[src/rtl/vga_timing_gen_if.sv]
// Raster timing bundle from vga_timing_gen to the video generators and the VGA pins.
// There is no handshake: every signal is valid on every pixel clock and cannot be stalled.
interface vga_timing_gen_if;
  logic [9:0] o_HCount;
  logic [9:0] o_VCount;
  logic       o_HBlank;
  logic       o_VBlank;
  logic       o_HSync;
  logic       o_VSync;
  logic       o_HReset;
  logic       o_FrameEnd;

  modport master (
    output o_HCount, o_VCount, o_HBlank, o_VBlank,
           o_HSync, o_VSync, o_HReset, o_FrameEnd
  );

  modport slave (
    input  o_HCount, o_VCount, o_HBlank, o_VBlank,
           o_HSync, o_VSync, o_HReset, o_FrameEnd
  );
endinterface

[src/rtl/vga_timing_gen.sv]
// Free-running VGA raster counters with registered sync, blank and strobe flags.
// Flags are decoded from the next-state counts, so they line up with the counts on the same cycle.
module vga_timing_gen #(
  parameter int p_H_VISIBLE = 640,
  parameter int p_H_FRONT   = 16,
  parameter int p_H_SYNC    = 96,
  parameter int p_H_BACK    = 48,
  parameter int p_V_VISIBLE = 480,
  parameter int p_V_FRONT   = 10,
  parameter int p_V_SYNC    = 2,
  parameter int p_V_BACK    = 33,
  parameter int p_SYNC_POL  = 0
) (
  input  logic             i_Clk,
  input  logic             i_Rst_n,
  vga_timing_gen_if.master timing_o
);

  localparam int H_TOTAL = p_H_VISIBLE + p_H_FRONT + p_H_SYNC + p_H_BACK;
  localparam int V_TOTAL = p_V_VISIBLE + p_V_FRONT + p_V_SYNC + p_V_BACK;

  localparam logic [9:0] H_LAST     = 10'(H_TOTAL - 1);
  localparam logic [9:0] V_LAST     = 10'(V_TOTAL - 1);
  localparam logic [9:0] H_VIS      = 10'(p_H_VISIBLE);
  localparam logic [9:0] V_VIS      = 10'(p_V_VISIBLE);
  localparam logic [9:0] HS_START   = 10'(p_H_VISIBLE + p_H_FRONT);
  localparam logic [9:0] HS_END     = 10'(p_H_VISIBLE + p_H_FRONT + p_H_SYNC - 1);
  localparam logic [9:0] VS_START   = 10'(p_V_VISIBLE + p_V_FRONT);
  localparam logic [9:0] VS_END     = 10'(p_V_VISIBLE + p_V_FRONT + p_V_SYNC - 1);
  localparam logic       SYNC_ACT   = 1'(p_SYNC_POL);

  logic [9:0] hcount_q, hcount_d;
  logic [9:0] vcount_q, vcount_d;
  logic       hblank_q, hblank_d;
  logic       vblank_q, vblank_d;
  logic       hsync_q, hsync_d;
  logic       vsync_q, vsync_d;
  logic       hreset_q, hreset_d;
  logic       frame_end_q, frame_end_d;

  always_comb begin
    hcount_d    = hcount_q;
    vcount_d    = vcount_q;
    hblank_d    = 1'b0;
    vblank_d    = 1'b0;
    hsync_d     = ~SYNC_ACT;
    vsync_d     = ~SYNC_ACT;
    hreset_d    = 1'b0;
    frame_end_d = 1'b0;

    if (hcount_q == H_LAST) begin
      hcount_d = '0;
      vcount_d = (vcount_q == V_LAST) ? '0 : vcount_q + 10'd1;
    end else begin
      hcount_d = hcount_q + 10'd1;
    end

    // Decode the values the counters are about to take so flags and counts register together.
    hblank_d    = (hcount_d >= H_VIS);
    vblank_d    = (vcount_d >= V_VIS);
    hsync_d     = (hcount_d >= HS_START && hcount_d <= HS_END) ? SYNC_ACT : ~SYNC_ACT;
    vsync_d     = (vcount_d >= VS_START && vcount_d <= VS_END) ? SYNC_ACT : ~SYNC_ACT;
    hreset_d    = (hcount_d == H_LAST);
    frame_end_d = (hcount_d == H_LAST) && (vcount_d == V_LAST);
  end

  always_ff @(posedge i_Clk or negedge i_Rst_n) begin
    if (!i_Rst_n) begin
      hcount_q    <= '0;
      vcount_q    <= '0;
      hblank_q    <= 1'b0;
      vblank_q    <= 1'b0;
      hsync_q     <= ~SYNC_ACT;
      vsync_q     <= ~SYNC_ACT;
      hreset_q    <= 1'b0;
      frame_end_q <= 1'b0;
    end else begin
      hcount_q    <= hcount_d;
      vcount_q    <= vcount_d;
      hblank_q    <= hblank_d;
      vblank_q    <= vblank_d;
      hsync_q     <= hsync_d;
      vsync_q     <= vsync_d;
      hreset_q    <= hreset_d;
      frame_end_q <= frame_end_d;
    end
  end

  assign timing_o.o_HCount   = hcount_q;
  assign timing_o.o_VCount   = vcount_q;
  assign timing_o.o_HBlank   = hblank_q;
  assign timing_o.o_VBlank   = vblank_q;
  assign timing_o.o_HSync    = hsync_q;
  assign timing_o.o_VSync    = vsync_q;
  assign timing_o.o_HReset   = hreset_q;
  assign timing_o.o_FrameEnd = frame_end_q;

endmodule

[src/flat_wrapper.sv]
// flat-port wrapper written by rule: the top's interface ports become plain ports
module vga_timing_gen_flat 
#(
  parameter int p_H_VISIBLE = 640,
  parameter int p_H_FRONT   = 16,
  parameter int p_H_SYNC    = 96,
  parameter int p_H_BACK    = 48,
  parameter int p_V_VISIBLE = 480,
  parameter int p_V_FRONT   = 10,
  parameter int p_V_SYNC    = 2,
  parameter int p_V_BACK    = 33,
  parameter int p_SYNC_POL  = 0
)
  (i_Clk, i_Rst_n, timing_o_o_HCount, timing_o_o_VCount, timing_o_o_HBlank, timing_o_o_VBlank, timing_o_o_HSync, timing_o_o_VSync, timing_o_o_HReset, timing_o_o_FrameEnd);
  vga_timing_gen_if timing_o_i ();
  input  logic i_Clk;
  input  logic i_Rst_n;
  output wire logic [$bits(timing_o_i.o_HCount)-1:0] timing_o_o_HCount;
  output wire logic [$bits(timing_o_i.o_VCount)-1:0] timing_o_o_VCount;
  output wire logic [$bits(timing_o_i.o_HBlank)-1:0] timing_o_o_HBlank;
  output wire logic [$bits(timing_o_i.o_VBlank)-1:0] timing_o_o_VBlank;
  output wire logic [$bits(timing_o_i.o_HSync)-1:0] timing_o_o_HSync;
  output wire logic [$bits(timing_o_i.o_VSync)-1:0] timing_o_o_VSync;
  output wire logic [$bits(timing_o_i.o_HReset)-1:0] timing_o_o_HReset;
  output wire logic [$bits(timing_o_i.o_FrameEnd)-1:0] timing_o_o_FrameEnd;
  assign timing_o_o_HCount = timing_o_i.o_HCount;
  assign timing_o_o_VCount = timing_o_i.o_VCount;
  assign timing_o_o_HBlank = timing_o_i.o_HBlank;
  assign timing_o_o_VBlank = timing_o_i.o_VBlank;
  assign timing_o_o_HSync = timing_o_i.o_HSync;
  assign timing_o_o_VSync = timing_o_i.o_VSync;
  assign timing_o_o_HReset = timing_o_i.o_HReset;
  assign timing_o_o_FrameEnd = timing_o_i.o_FrameEnd;
  vga_timing_gen #(.p_H_VISIBLE(p_H_VISIBLE), .p_H_FRONT(p_H_FRONT), .p_H_SYNC(p_H_SYNC), .p_H_BACK(p_H_BACK), .p_V_VISIBLE(p_V_VISIBLE), .p_V_FRONT(p_V_FRONT), .p_V_SYNC(p_V_SYNC), .p_V_BACK(p_V_BACK), .p_SYNC_POL(p_SYNC_POL)) u_core (.i_Clk(i_Clk), .i_Rst_n(i_Rst_n), .timing_o(timing_o_i));
endmodule
[config.mk]
export PLATFORM = sky130hd
export DESIGN_NAME = vga_timing_gen_flat
export DESIGN_NICKNAME = d
export VERILOG_FILES = /design/src/rtl/vga_timing_gen_if.sv /design/src/rtl/vga_timing_gen.sv /design/src/flat_wrapper.sv
export SDC_FILE = /design/constraint.sdc
export NUM_CORES = 1
export LEC_CHECK = 0
export BUFFER_PORTS_ARGS = -buffer_cell sky130_fd_sc_hd__buf_2
export CAP_MARGIN = 20
export CORE_UTILIZATION = 45
export DETAILED_ROUTE_END_ITERATION = 7
export GPL_TIMING_DRIVEN = 0
export PLACE_DENSITY = 0.72
export SLEW_MARGIN = 20
export SYNTH_ARGS = -nofsm -noshare
export SYNTH_HDL_FRONTEND = slang
export SYNTH_SLANG_ARGS = --single-unit
export TNS_END_PERCENT = 100
[constraint.sdc]
create_clock -name i_Clk -period 3.8 [get_ports i_Clk]
set_input_delay 0.57 -clock i_Clk [delete_from_list [all_inputs] [get_ports i_Clk]]
set_output_delay 0.57 -clock i_Clk [all_outputs]
set_load 0.005 [all_outputs]
==> summary.md <==
| Metric | Value |
|---|---|
| Status | completed |
| Pre-Repair DR Iteration Count | 4 |
| Yosys cell types | 43 |
| DRC violations left | 0 |
| Initial antenna violation count | 0 |
| Post-Syn Area | 1567 um2 |
| MaxCap Viol Count | 0 |
| Hold_ws | about 210 ps |
| Startpoint types | flop |
| Max Clock Freq | 0.3555 GHz |
| Vias in the first global route | 1,378 |
| Register bit count reported by yosys | 26 |
| Crit path DAT | 3030 ps |
| Clock Path Buffers | 2 |
| First-pass GRT wire length | 6141 um |
| Number of synthesized flops with an enable pin | 0 |
| RR Endpoint | u_core.timing_o.o_FrameEnd |
| Share of cells above drive strength 1 | 0.2020 |
| Sequential area share after synthesis | 0.4169 |
| Critical path class | flop to flop |
| Placer Congestion | between 0.8 and 0.9 |
| Root Driver | clkbuf_4 |
| CTS buffer count | 3 |
| Slowest cell on the critical path | nor3_2 |
| Internal reg-to-reg setup slack | 990 ps |
| Worst-path fanout max | 10 |
| Gr ovfl total | 0 |
| Worst setup path endpoint | u_core.timing_o.o_FrameEnd |
| Post-DP Area | 1759 um2 |
| Post-CTS Hold Buffers | 0 |
| Yosys warning total | 0 |
| Endpoint type of the worst setup path | flop |
| Main synth FF type | dfrtp_1 |
| Maximum vdd drop | 0.1279 mV |
| Post-cts sizing count | 0 |
| Final Hold Fails | 0 |
| P per Cell Area | around 230 nW/um2 |
| Final min period | 2813 ps |
| Asr flop ratio synth | 1.000 |
| Via count | 1,394 |
| Cells along the critical path | ha_1 > nand4_1 > nor3_2 > clkbuf_1 > o21ai_0 > o31ai_1 > nand4b_1 > nor4bb_1 |
| # diodes | 0 |
| Hold crit path type | input port to async pin |
| Vias per cell | 5.598 |
| Clk_lat worst skew | around 320 ps |
| Syn Nets | roughly 180 |
| R2r startpoint | u_core.timing_o.o_HCount[0] |
| Crit. Startpoint | u_core.timing_o.o_HCount[0] |
| Cells after Synth | about 170 |
| H-tree depth | 1 |
| Drt first-iter violations | 62 |
| Row Count | 21 |
| Final Setup Violations | 0 |
| Chip width | 61 um |
| GRT Overall Usage | 0.2164 |
| DRT Wirelength | 3410 um |
| Starting Density | 0.4694 |
| Setup repair bufs after CTS | 0 |
| Final Instance Area | 1795 um2 |
| Die area | 3721 um2 |
| Num ports | 28 |
| Worst-Margin Slew | around 560 ps |
| CP required | 4020 ps |
| P&R area growth vs syn | 14.62% |
| Clk slew on worst S/H paths | 140 ps |
| TritonCTS clock tree | done |
| Port bufs | 27 |
| Final HPWL DP | 2520 um |
| Part of the cycle the worst path needs | 0.7403 |
| Max_slew headroom | 0.6266 |
| Die Y | around 61 um |
| RSZ-0062 raised after global routing | no |
| Reg2reg path depth | 8 |
| Lkg Pwr | 0.0008280 uW |
| Core area | between 3000 and 4000 um2 |
| Largest net degree at the start of global routing | 27 |
| Final Max Tran Viols | 0 |
| Number of nets still failing antenna checks after routing | 0 |
| Clock sinks | 26 |
| Avg Inst Size Synth | between 9 and 10 um2 |
| Setup tns final | 0 ps |
| Nets | 210 |
| Drt wl/cell | around 14 um |
| Max stage delay on crit path | about 490 ps |
| Final setup skew | 7.459 ps |
Yosys cell counts (2+ instances only):
cell type | count | area share
nor4_2 | 2 | 0.016
nand4_1 | 6 | 0.024
and4_1 | 2 | 0.011
o21bai_1 | 2 | 0.0096
ha_1 | 4 | 0.032
o31ai_1 | 4 | 0.019
or4_1 | 2 | 0.0096
nand3_1 | 13 | 0.042
nand2_1 | 11 | 0.026
o21ai_0 | 12 | 0.038
inv_1 | 11 | 0.026
dfrtp_1 | 24 | 0.38
nor3_1 | 4 | 0.013
dfstp_2 | 2 | 0.034
a21oi_1 | 3 | 0.0096
a211o_1 | 2 | 0.011
nand4b_1 | 2 | 0.011
or3_4 | 2 | 0.014
o21a_1 | 2 | 0.0096
o211ai_1 | 2 | 0.0096
xor2_1 | 4 | 0.022
nor3b_1 | 2 | 0.0096
nor2_1 | 9 | 0.022
and3_1 | 6 | 0.024
xnor2_1 | 9 | 0.050
a21o_1 | 2 | 0.0096
or3_1 | 3 | 0.012
clkbuf_1 | 8 | 0.019
a31oi_1 | 3 | 0.012
routing by layer:
layer | GRT usage | up-vias | part of all wire
met5 | 0 | - | 0
met4 | 0.08117 | 0 | 0.012
met3 | 0.02132 | 6 | 0.031
met2 | 0.3642 | 33 | 0.48
met1 | 0.2880 | 672 | 0.48
li1 | - | 683 | -
cell families after synthesis:
logic type / after synthesis / synth area share
xor gates and xnor gates: 13 / 0.07268
AOI/OAI and AO/OA: 37 / 0.1557
and+or+nand+nor: 72 / 0.2740
buffers and inverters: 20 / 0.04872
DFF: 26 / 0.4169
adders and majority gates: 4 / 0.03195
how the worst min path moves through the flow:
stage | endpoint | cells after the start
3_3_place_gp | u_core.timing_o.o_HCount[0] | 1
2_1_floorplan | u_core.timing_o.o_FrameEnd | 0
6_report | u_core.timing_o.o_VCount[3] | 1
5_1_grt | u_core.timing_o.o_VCount[3] | 1
3_5_place_dp | u_core.timing_o.o_HCount[0] | 1
4_1_cts | u_core.timing_o.o_VCount[3] | 1
critical path, delay by kind of cell (launching register included):
| kind | cells | cell delay (ps) |
|---|---|---|
| DFF | 1 | 460 |
| AOI/OAI and AO/OA | 2 | 290 |
| buffers and inverters | 1 | 410 |
| and+or+nand+nor | 4 | 1270 |
| adders and majority gates | 1 | 280 |
state kept, by name, indices dropped and copies added (netlist names):
name and count:
u_core.timing_o.o_HCount 10, u_core.timing_o.o_VCount 10, u_core.timing_o.o_FrameEnd 1, u_core.timing_o.o_HBlank 1, u_core.timing_o.o_HReset 1, u_core.timing_o.o_HSync 1
u_core.timing_o.o_VBlank 1, u_core.timing_o.o_VSync 1
report_power, final:
part / switching, uW / total, uW / internal, uW
Clock: 80.5 / 139 / 58.6
Sequential: 0 / 277 / 277
Combinational: 4.99 / 5.36 / 0.367
layout make-up:
| class | instances | area (um2) |
|---|---|---|
| buffer | 9 | 35.03 |
| clock buffer | 4 | 36.28 |
| fill | 327 | 1541 |
| inverter | 11 | 41.29 |
| multi-input combinational | 126 | 837.1 |
| sequential | 26 | 653.1 |
| tap | 46 | 57.56 |
| timing repair buffer | 27 | 135.1 |
placed cells by master, fill, tap and decap left out, types with 3 or more instances in the layout:
| cell type | instances |
|---|---|
| nand3_1 | 13 |
| o21ai_0 | 12 |
| xor2_1 | 4 |
| dfrtp_1 | 24 |
| ha_1 | 4 |
| inv_1 | 11 |
| o31ai_1 | 4 |
| and3_1 | 6 |
| nand2_1 | 11 |
| nand4_1 | 6 |
| xnor2_1 | 9 |
| or3_1 | 3 |
| nor3_1 | 4 |
| clkbuf_4 | 3 |
| a31oi_1 | 3 |
| clkbuf_1 | 8 |
| a21oi_1 | 3 |
| buf_2 | 28 |
| nor2_1 | 9 |
metrics by stage:
step	setup slack [ps]	std cells	util	total power, uW
floorplan	1493	172	-	282.0
detailed placement	1070	245	0.5272	288.0
global placement	1090	245	0.5272	287.9
finish	986.9	249	0.5381	421.3
global route	690.2	249	0.5381	438.8
CTS	1033	249	0.5381	430.2
Power figures use the tool's default switching activity.
